<file path="config.mk">
export PLATFORM = sky130hd
export DESIGN_NAME = tmp_phase_seq
export DESIGN_NICKNAME = d
export VERILOG_FILES = /design/src/rtl/tmp_seq_pkg.sv /design/src/rtl/tmp_cmp_sync.sv /design/src/rtl/tmp_phase_seq.sv
export SDC_FILE = /design/constraint.sdc
export NUM_CORES = 1
export LEC_CHECK = 0
export CAP_MARGIN = 25
export CORE_UTILIZATION = 63
export CTS_BUF_LIST = sky130_fd_sc_hd__clkbuf_4
export CTS_CLUSTER_DIAMETER = 40
export DETAILED_ROUTE_END_ITERATION = 6
export GPL_TIMING_DRIVEN = 1
export PLACE_DENSITY = 0.85
export SYNTH_ARGS = -nofsm -noshare
export SYNTH_HDL_FRONTEND = slang
export SYNTH_SLANG_ARGS = --single-unit
</file>
<file path="constraint.sdc">
create_clock -name clk -period 4.75 [get_ports clk]
set_clock_uncertainty 0.2 [all_clocks]
set_input_delay 0.95 -clock clk [delete_from_list [all_inputs] [get_ports clk]]
set_output_delay 0.95 -clock clk [all_outputs]
set_load 0.01 [all_outputs]
</file>
<file path="src/rtl/tmp_seq_pkg.sv">
// Shared types and per-phase switch words for the temperature-sensor conversion sequencer.
// The switch words describe which analog switches/sources each phase closes.
package tmp_seq_pkg;

    typedef enum logic [2:0] {
        ST_IDLE      = 3'd0,
        ST_PRECHARGE = 3'd1,
        ST_DIODE     = 3'd2,
        ST_BIGDIODE  = 3'd3,
        ST_HCHARGE   = 3'd4,
        ST_LCHARGE   = 3'd5,
        ST_OUTPUT    = 3'd6,
        ST_GAP       = 3'd7
    } state_t;

    typedef struct packed {
        logic pi1;
        logic pi2;
        logic pii1;
        logic pii2;
        logic pa;
        logic pb;
        logic pc;
        logic pd;
        logic src;
        logic snk;
        logic rst;
    } sw_t;

    localparam sw_t SW_QUIET     = '{default: 1'b0};
    localparam sw_t SW_IDLE      = '{rst: 1'b1, default: 1'b0};
    localparam sw_t SW_PRECHARGE = '{pi1: 1'b1, pi2: 1'b1, rst: 1'b1, default: 1'b0};
    localparam sw_t SW_DIODE     = '{pa: 1'b1, pii1: 1'b1, default: 1'b0};
    localparam sw_t SW_BIGDIODE  = '{pb: 1'b1, pii2: 1'b1, default: 1'b0};
    localparam sw_t SW_HCHARGE   = '{pc: 1'b1, src: 1'b1, default: 1'b0};
    localparam sw_t SW_LCHARGE   = '{pd: 1'b1, snk: 1'b1, default: 1'b0};

    // GAP and OUTPUT open every switch; GAP's rst is patched by the caller.
    function automatic sw_t phase_switches(input state_t s);
        sw_t w;
        case (s)
            ST_IDLE:      w = SW_IDLE;
            ST_PRECHARGE: w = SW_PRECHARGE;
            ST_DIODE:     w = SW_DIODE;
            ST_BIGDIODE:  w = SW_BIGDIODE;
            ST_HCHARGE:   w = SW_HCHARGE;
            ST_LCHARGE:   w = SW_LCHARGE;
            ST_OUTPUT:    w = SW_QUIET;
            ST_GAP:       w = SW_QUIET;
            default:      w = SW_IDLE;
        endcase
        return w;
    endfunction

    function automatic int max3(input int a, input int b, input int c);
        int m;
        m = (a > b) ? a : b;
        m = (m > c) ? m : c;
        return m;
    endfunction

endpackage

</file>
<file path="src/rtl/tmp_cmp_sync.sv">
// Two-flop synchroniser bringing the free-running comparator output into the clk domain.
module tmp_cmp_sync (
    input  logic clk,
    input  logic reset,
    input  logic async_i,
    output logic sync_o
);

    logic [1:0] sync_q;

    // Shift register; first stage may go metastable, second stage is the clean copy.
    always_ff @(posedge clk or posedge reset) begin
        if (reset) begin
            sync_q <= 2'b00;
        end else begin
            sync_q <= {sync_q[0], async_i};
        end
    end

    assign sync_o = sync_q[1];

endmodule

</file>
<file path="src/rtl/tmp_phase_seq.sv">
// Conversion sequencer: walks the sensor switch network through its phases, counts the
// two charge phases until the comparator trips, and reports both counts with a valid pulse.
module tmp_phase_seq
    import tmp_seq_pkg::*;
#(
    parameter int CNT_W     = 10,
    parameter int PRE_CYC   = 4,
    parameter int DIODE_CYC = 8,
    parameter int NOV_CYC   = 1
) (
    input  logic             clk,
    input  logic             reset,
    input  logic             start,
    input  logic             cmp,
    output logic             PI1,
    output logic             PI2,
    output logic             PII1,
    output logic             PII2,
    output logic             PA,
    output logic             PB,
    output logic             PC,
    output logic             PD,
    output logic             src,
    output logic             snk,
    output logic             rst,
    output logic             busy,
    output logic             valid,
    output logic [CNT_W-1:0] cnt_h,
    output logic [CNT_W-1:0] cnt_l,
    output logic             ovf
);

    localparam int TMR_W = $clog2(max3(PRE_CYC, DIODE_CYC, NOV_CYC) + 1);

    localparam logic [TMR_W-1:0] TMR_ZERO   = {TMR_W{1'b0}};
    localparam logic [TMR_W-1:0] TMR_ONE    = TMR_W'(1);
    localparam logic [TMR_W-1:0] PRE_LAST   = TMR_W'(PRE_CYC - 1);
    localparam logic [TMR_W-1:0] DIODE_LAST = TMR_W'(DIODE_CYC - 1);
    localparam logic [TMR_W-1:0] NOV_LAST   = TMR_W'(NOV_CYC - 1);
    localparam logic [CNT_W-1:0] CNT_ZERO   = {CNT_W{1'b0}};
    localparam logic [CNT_W-1:0] CNT_ONE    = CNT_W'(1);
    localparam logic [CNT_W-1:0] CNT_MAX    = {CNT_W{1'b1}};
    localparam logic [CNT_W-1:0] CNT_LAST   = CNT_MAX - CNT_ONE;

    logic cmp_s;

    state_t           state_q, state_d;
    state_t           ret_q, ret_d;
    logic [TMR_W-1:0] tmr_q, tmr_d;
    logic [CNT_W-1:0] cnt_q, cnt_d;
    logic [CNT_W-1:0] cap_h_q, cap_h_d;
    logic [CNT_W-1:0] cap_l_q, cap_l_d;
    logic             ovf_int_q, ovf_int_d;

    sw_t              sw_q, sw_d, phase_sw;
    logic             busy_q, busy_d;
    logic             valid_q, valid_d;
    logic [CNT_W-1:0] cnt_h_q, cnt_h_d;
    logic [CNT_W-1:0] cnt_l_q, cnt_l_d;
    logic             ovf_q, ovf_d;

    tmp_cmp_sync u_cmp_sync (
        .clk     (clk),
        .reset   (reset),
        .async_i (cmp),
        .sync_o  (cmp_s)
    );

    // Sequencer state, phase timer, charge counter and all registered outputs.
    always_ff @(posedge clk or posedge reset) begin
        if (reset) begin
            state_q   <= ST_IDLE;
            ret_q     <= ST_IDLE;
            tmr_q     <= TMR_ZERO;
            cnt_q     <= CNT_ZERO;
            cap_h_q   <= CNT_ZERO;
            cap_l_q   <= CNT_ZERO;
            ovf_int_q <= 1'b0;
            sw_q      <= SW_IDLE;
            busy_q    <= 1'b0;
            valid_q   <= 1'b0;
            cnt_h_q   <= CNT_ZERO;
            cnt_l_q   <= CNT_ZERO;
            ovf_q     <= 1'b0;
        end else begin
            state_q   <= state_d;
            ret_q     <= ret_d;
            tmr_q     <= tmr_d;
            cnt_q     <= cnt_d;
            cap_h_q   <= cap_h_d;
            cap_l_q   <= cap_l_d;
            ovf_int_q <= ovf_int_d;
            sw_q      <= sw_d;
            busy_q    <= busy_d;
            valid_q   <= valid_d;
            cnt_h_q   <= cnt_h_d;
            cnt_l_q   <= cnt_l_d;
            ovf_q     <= ovf_d;
        end
    end

    // Next-state logic, then output words decoded from the next state so each phase's
    // switches are already closed in its first cycle.
    always_comb begin
        state_d   = state_q;
        ret_d     = ret_q;
        tmr_d     = tmr_q;
        cnt_d     = cnt_q;
        cap_h_d   = cap_h_q;
        cap_l_d   = cap_l_q;
        ovf_int_d = ovf_int_q;

        case (state_q)
            ST_IDLE: begin
                if (start) begin
                    state_d   = ST_PRECHARGE;
                    tmr_d     = TMR_ZERO;
                    ovf_int_d = 1'b0;
                end else begin
                    state_d = ST_IDLE;
                end
            end
            ST_PRECHARGE: begin
                if (tmr_q == PRE_LAST) begin
                    state_d = ST_GAP;
                    ret_d   = ST_DIODE;
                    tmr_d   = TMR_ZERO;
                end else begin
                    tmr_d = tmr_q + TMR_ONE;
                end
            end
            ST_DIODE: begin
                if (tmr_q == DIODE_LAST) begin
                    state_d = ST_GAP;
                    ret_d   = ST_BIGDIODE;
                    tmr_d   = TMR_ZERO;
                end else begin
                    tmr_d = tmr_q + TMR_ONE;
                end
            end
            ST_BIGDIODE: begin
                if (tmr_q == DIODE_LAST) begin
                    state_d = ST_GAP;
                    ret_d   = ST_HCHARGE;
                    tmr_d   = TMR_ZERO;
                end else begin
                    tmr_d = tmr_q + TMR_ONE;
                end
            end
            // A trip wins over saturation; saturation exits on the cycle the count hits max.
            ST_HCHARGE: begin
                if (cmp_s) begin
                    cap_h_d = cnt_q;
                    state_d = ST_GAP;
                    ret_d   = ST_LCHARGE;
                    tmr_d   = TMR_ZERO;
                end else if (cnt_q == CNT_LAST) begin
                    cnt_d     = CNT_MAX;
                    cap_h_d   = CNT_MAX;
                    ovf_int_d = 1'b1;
                    state_d   = ST_GAP;
                    ret_d     = ST_LCHARGE;
                    tmr_d     = TMR_ZERO;
                end else begin
                    cnt_d = cnt_q + CNT_ONE;
                end
            end
            ST_LCHARGE: begin
                if (!cmp_s) begin
                    cap_l_d = cnt_q;
                    state_d = ST_OUTPUT;
                end else if (cnt_q == CNT_LAST) begin
                    cnt_d     = CNT_MAX;
                    cap_l_d   = CNT_MAX;
                    ovf_int_d = 1'b1;
                    state_d   = ST_OUTPUT;
                end else begin
                    cnt_d = cnt_q + CNT_ONE;
                end
            end
            ST_OUTPUT: begin
                state_d = ST_IDLE;
            end
            ST_GAP: begin
                if (tmr_q == NOV_LAST) begin
                    state_d = ret_q;
                    tmr_d   = TMR_ZERO;
                    cnt_d   = CNT_ZERO;
                end else begin
                    tmr_d = tmr_q + TMR_ONE;
                end
            end
            default: begin
                state_d = ST_IDLE;
            end
        endcase

        phase_sw = phase_switches(state_d);
        sw_d     = phase_sw;
        sw_d.rst = (state_d == ST_GAP) ? sw_q.rst : phase_sw.rst;
        busy_d   = (state_d != ST_IDLE);
        valid_d  = (state_d == ST_OUTPUT);

        if (valid_d) begin
            cnt_h_d = cap_h_d;
            cnt_l_d = cap_l_d;
            ovf_d   = ovf_int_d;
        end else begin
            cnt_h_d = cnt_h_q;
            cnt_l_d = cnt_l_q;
            ovf_d   = ovf_q;
        end
    end

    assign PI1   = sw_q.pi1;
    assign PI2   = sw_q.pi2;
    assign PII1  = sw_q.pii1;
    assign PII2  = sw_q.pii2;
    assign PA    = sw_q.pa;
    assign PB    = sw_q.pb;
    assign PC    = sw_q.pc;
    assign PD    = sw_q.pd;
    assign src   = sw_q.src;
    assign snk   = sw_q.snk;
    assign rst   = sw_q.rst;
    assign busy  = busy_q;
    assign valid = valid_q;
    assign cnt_h = cnt_h_q;
    assign cnt_l = cnt_l_q;
    assign ovf   = ovf_q;

endmodule
</file>
* After elaboration in Yosys (flattened, before gate mapping)
Memory sizes are Yosys's and may differ from the RTL's.
Cells that the tools add are included.
** Operators by class
- Add/subtract/negate cells :: 2
- Multiply operators :: 0
- Div/mod/pow operators :: 0
- Order comparisons :: 0
- Equality and inequality tests :: 20
- Shifts and indexed selects :: 0
- Mux-type cells :: 38
- Bitwise gates (word level) :: 0
- Reduce and logical (&&, ||, !) cells :: 10
** Operators with widths (number)
- $mux W10 :: 10
- $mux W3 :: 12
- $pmux W10 S3 :: 1
- $mux W4 :: 6
- $pmux W3 S7 :: 1
- $pmux W4 S5 :: 1
- $eq A3 B3 Y1 const B :: 6
- $ne A2 B2 Y1 const B :: 6
- $pmux W3 S4 :: 1
- $add A10 B1 Y10 const B :: 1
- $eq A10 B10 Y1 const B :: 1
- $eq A3 B2 Y1 const B :: 2
- $reduce_bool A3 Y1 :: 2
- $mux W1 :: 5
- $reduce_and A5 Y1 :: 1
- $reduce_bool A5 Y1 :: 1
- $add A4 B1 Y4 const B :: 1
- $eq A4 B2 Y1 const B :: 1
- $eq A4 B3 Y1 const B :: 1
- $logic_not A4 Y1 :: 1
- $reduce_and A4 Y1 :: 1
- $reduce_bool A4 Y1 :: 1
- $eq A3 B1 Y1 const B :: 1
- $logic_not A3 Y1 :: 1
- other kinds (5) :: 5
** Word-level totals
- Register bits :: 77
- Latch bits :: 0
- Bits in writable memories :: 0
- ROM bits :: 88
- Input bits :: 4
- Output and inout bits :: 34
- Word-level logic and storage cells :: 95
- Memories :: 1
** Memory list
- (no name shown) :: words 8, bits a word 11, rd ports 1, clocked after Yosys merged registers in 0, write ports 0, line tmp_seq_pkg.sv:41 : case (s)

* Longest topological paths before layout
- Depth after elaboration :: 5
- Gate-level depth with buffers :: 8
- Gate-level depth less buffers :: 8

* By module
Synthesis repeated with hierarchy kept, for this count alone.
** Unflattened totals
- Cell total of the unflattened synthesis :: 294
- Area, all modules :: 3457.1 sq um
** By module, submodules not included
- tmp_phase_seq :: instances 1, cells each 291, area an instance 3403.3 sq um, sequential area each 1752.9 sq um
- tmp_cmp_sync :: instances 1, cells each 3, area an instance 53.8 sq um, sequential area each 50.0 sq um

* Least setup slack after synthesis
OpenSTA, ideal clock, no wires.
- Path kind :: register to register
- Start point :: register tmr_q[0]
- End point :: register cnt_h_q[0], in the netlist cnt_h[0]
- Setup time :: 0.125 ns
- Arrival :: 2.014 ns
- Data required time :: 4.425 ns
- Slack :: 2.411 ns
- Stages on the path, launching flop included :: 9
- Buffers on the path :: 1
- Period minus slack after synthesis :: 2.339 ns
- Cell sequence :: dfrtp_1 inv_1 ha_1 or4b_1 a22oi_2 o211ai_4 nand4b_4 buf_6 mux2_4
** Between the ends
- Longest elaborated chain between the ends :: 4
- Elaborated cells on any way between the ends :: 8
- Classes of those cells :: 3 x eq/ne; 4 x mux; 1 x reduce/logical
** RTL lines
- start: declaration :: line tmp_phase_seq.sv:49 : logic [TMR_W-1:0] tmr_q, tmr_d;
- start signal: assignment :: line tmp_phase_seq.sv:88 : tmr_q <= tmr_d;
- $eq A4 B3 Y1, or another cell as far along :: line tmp_phase_seq.sv:133, tmp_phase_seq.sv:142
- $mux W3 (on tied branches)
- $pmux W3 S7 * :: line tmp_phase_seq.sv:113 : case (state_q)
- via state_d[1] :: line tmp_phase_seq.sv:47 : state_t state_q, state_d;
- $eq A3 B3 Y1 * :: line tmp_phase_seq.sv:202 : valid_d = (state_d == ST_OUTPUT);
- end signal: assignment :: line tmp_phase_seq.sv:96 : cnt_h_q <= cnt_h_d;
- end: declaration :: line tmp_phase_seq.sv:58 : logic [CNT_W-1:0] cnt_h_q, cnt_h_d;
Mark *: on every way through the listed nets, which the timed path passes. The rest lies on a longest branch.
A chain may end at the register's enable or synchronous reset.

* Worst setup path in the final report
- Start point :: register cnt_q[0]
- End point :: register cnt_l_q[7], in the netlist cnt_l[7]
** Between the ends
- Longest elaborated chain between the ends :: 5
- Elaborated cells on any way between the ends :: 10
- Classes of those cells :: 2 x eq/ne; 8 x mux
** RTL lines
- start: declaration :: line tmp_phase_seq.sv:50 : logic [CNT_W-1:0] cnt_q, cnt_d;
- start signal: assignment :: line tmp_phase_seq.sv:89 : cnt_q <= cnt_d;
- $eq A10 B10 Y1 * :: line tmp_phase_seq.sv:157, tmp_phase_seq.sv:172
- $mux W3 (on tied branches) :: line tmp_phase_seq.sv:172, tmp_phase_seq.sv:157
- $mux W3 (on tied branches) :: line tmp_phase_seq.sv:169, tmp_phase_seq.sv:152
- $pmux W3 S7 :: line tmp_phase_seq.sv:113
- $eq A3 B3 Y1 :: line tmp_phase_seq.sv:202
- end signal: assignment :: line tmp_phase_seq.sv:97 : cnt_l_q <= cnt_l_d;
- end: declaration :: line tmp_phase_seq.sv:59 : logic [CNT_W-1:0] cnt_l_q, cnt_l_d;
Every way passes the cells marked *; elsewhere a longest branch is shown, timed or not.

==> results.cfg <==
[timing]
grt_setup_unrepaired = false
fin_crit_sh_pct = 59.68
slew_viol_final = 0
setup_tns_ps = 0
fin_crit_ps = 2835
worst_slack_ps = 1915
slew_headroom_pct = 43.36
finalHoldViolCount = 0
hold_ws_ps = 152.3
tightest_slew_ps = 849.7
max_freq_ghz = 0.3528
setup_viol = 0

[power]
totalPowerFinal_uw = 2534
pwr-share-seq_pct = 40.9
comb_power_share_pct = 41.9
leakagePower_uw = 0.001737
p_sw_share_pct = 33.65
vdd_drop_max_mv = 0.4884
powerDensity_mw_per_mm2 = 649.2
switchingPower_uw = 852.7
p_int_uw = 1682
pwr-share-clk_pct = 17.2

[synthesis]
synth_compound_area_share_pct = 18.09
netlist_area_mm2 = 0.003390
synth_mux_area_share_pct = 9.413
ys_warn_count = 0
synthAdderAreaFrac_pct = 1.477
synth_fp_nets = 290
syn_inst = 282
synth_top_family_by_area = compound AO/OA/AOI/OAI gates
ys_types = 55
post_synth_and_or_nand_nor_area_fraction_pct = 12.70
ys_ff_latch = 72
synth-main-ff-cell = dfrtp_1
synthXorXnorAreaFrac_pct = 0.5168
seq_area_frac_synth_pct = 53.19
avgSynthCellArea_um2 = 12.02
synth_edf_count = 0
async_reset_ff_share_pct = 100.0

[min_path]
min_from = u_cmp_sync.sync_q[0]
min_path_type = flop to flop

[layout]
antenna_cells = 0
drive_gt1_share_pct = 16.14
synthToLayoutAreaGrowth_pct = 15.17
fin_nets = 319
fillers = 363
final_common_cell = dfrtp_1
stdcell_area_mm2 = 0.003904
final_cell_mix = dfrtp_1, clkdlybuf4s50_1, o22a_1, mux2_4, a21oi_1

[clocking]
clock_sinks = 72
htreeDepth = 3
hold_buffers = 0
cts_made_buffers = 9
post-cts-setup-buffer-count = 0
tritoncts = done
clockBufferDepth = 2
clk_pin_slew_ps = 110
root_buffer = clkbuf_4
insertion_delay_ps = 420
cts.repair.resized = 0

[route]
vias = 2344
wl_per_cell_um = 16.55
drtAntennaViolNets = 0
dr.pass1.iters = 4
drt_iter0_markers = 176
post-route-drc-count = 0
avgViaCountPerCell = 6.073
drt-total-wl_um = 6388

[die]
fp.coreArea_mm2 = 0.005140
start_util_pct = 65.94
num_rows = 26
num_io_pins = 38
die_w_um = 75.35
die_h_um = 75.35
dieArea_mm2 = 0.005678

[global_routing]
gr-total-overflow = 0
grt_pass1_vias = 2152
grtUsageTotal_pct = 25.73
antenna_found_initial = 0
grt_max_degree = 35
grt_pass1_wl_um = 10700

[setup_path]
worstSetupStartpointType = flop
path_max_fanout = 22
worstPathArrival_ps = 2940
reg2reg_from = cnt_q[0]
cp.required_ps = 4850
critPathKind = flop to flop
cp-startpoint = cnt_q[0]
rrSetupSlack_ps = 1920
crit_path_end_kind = flop

[placement]
place_congestion = 0.8723
post-place-ws_ps = 1934
placed_cell_area_mm2 = 0.003740
hpwl_um = 4452
portBuffers = 37

[job]
max-cap-violations = 0

[run_status]
status = finished clean
==> cell families after synthesis <==
kind of cell | Yosys count
mux | 22
xor+xnor | 2
simple gates | 71
fa+ha+maj | 4
buf+inv | 30
compound gates | 81
flops | 72
==> layer usage <==
metal / part of all wire (%) / routed length (µm) / track usage, % / up-vias
met5: 0 / 0 / 0 / -
met4: 1.1 / 70 / 9.671 / 0
met3: 4.7 / 303 / 6.349 / 9
met2: 45 / 2881 / 35.32 / 70
met1: 49 / 3133 / 39.71 / 1165
li1: - / - / - / 1100
==> worst paths after layout <==
kind | to | cells past startpoint
worst max-delay path | cnt_l[7] | 7
worst min-delay path | u_cmp_sync.sync_q[1] | 0
worst max register to register | cnt_l[7] | 7
worst min register to register | u_cmp_sync.sync_q[1] | 0
max in group asynchronous | rst | 3
min in group asynchronous | cap_l_q[3] | 2
==> Yosys cell counts (all sizes together) (4+ instances only) <==
cell,instances,share of area [%]
dfrtp,71,52
mux2,22,9.4
o22a,20,5.2
a21oi,17,2.5
o21ai,15,2.2
buf,13,2.7
nor2,13,1.4
nand2,11,1.2
inv,9,1.0
nand2b,9,1.7
clkbuf,8,0.89
nand3,8,1.6
a22o,5,1.3
ha,4,1.5
nor2b,4,0.74
==> final cells by class <==
| class | count | area (µm²) | share of cell area, % |
|---|---|---|---|
| clock buffer | 11 | 82.58 | 2.115 |
| clock inverter | 5 | 81.33 | 2.083 |
| inverter | 9 | 33.78 | 0.8654 |
| multi-input combinational | 180 | 1430 | 36.63 |
| sequential | 72 | 1803 | 46.19 |
| tap | 70 | 87.58 | 2.244 |
| timing repair buffer | 39 | 385.4 | 9.872 |
==> power groups by stage <==
stage / Combinational (µW) / Clock (µW) / Sequential (µW)
3_3_place_gp: 1030 / 0 / 1040
4_1_cts: 1070 / 437 / 1040
2_1_floorplan: 734 / 0 / 1020
3_5_place_dp: 1060 / 0 / 1050
6_report: 1060 / 435 / 1040
5_1_grt: 1160 / 470 / 1070
==> registers in the layout, indices dropped and copies added, names as in the netlist, 2 cells and up <==
name	cells
cnt_l	10
cnt_q	10
cap_l_q	10
state_q	3
cnt_h	10
cap_h_q	10
ret_q	3
tmr_q	4
u_cmp_sync.sync_q	2
==> critical path, cell delays in order, from the launching register on <==
cell and delay [ps]:
dfrtp_1 470, inv_1 100, ha_1 220, and3_1 200
and3_1 260, a31oi_2 300, nand4b_4 500, mux2_4 480
==> stage by stage <==
| stage | util, % | instances |
|---|---|---|
| after floorplan | - | 282 |
| after global placement | 72.76 | 370 |
| after detailed placement | 72.76 | 370 |
| after CTS | 75.95 | 386 |
| after global routing | 75.95 | 386 |
| final | 75.95 | 386 |
Note: power is estimated with default switching activity, not from simulation.
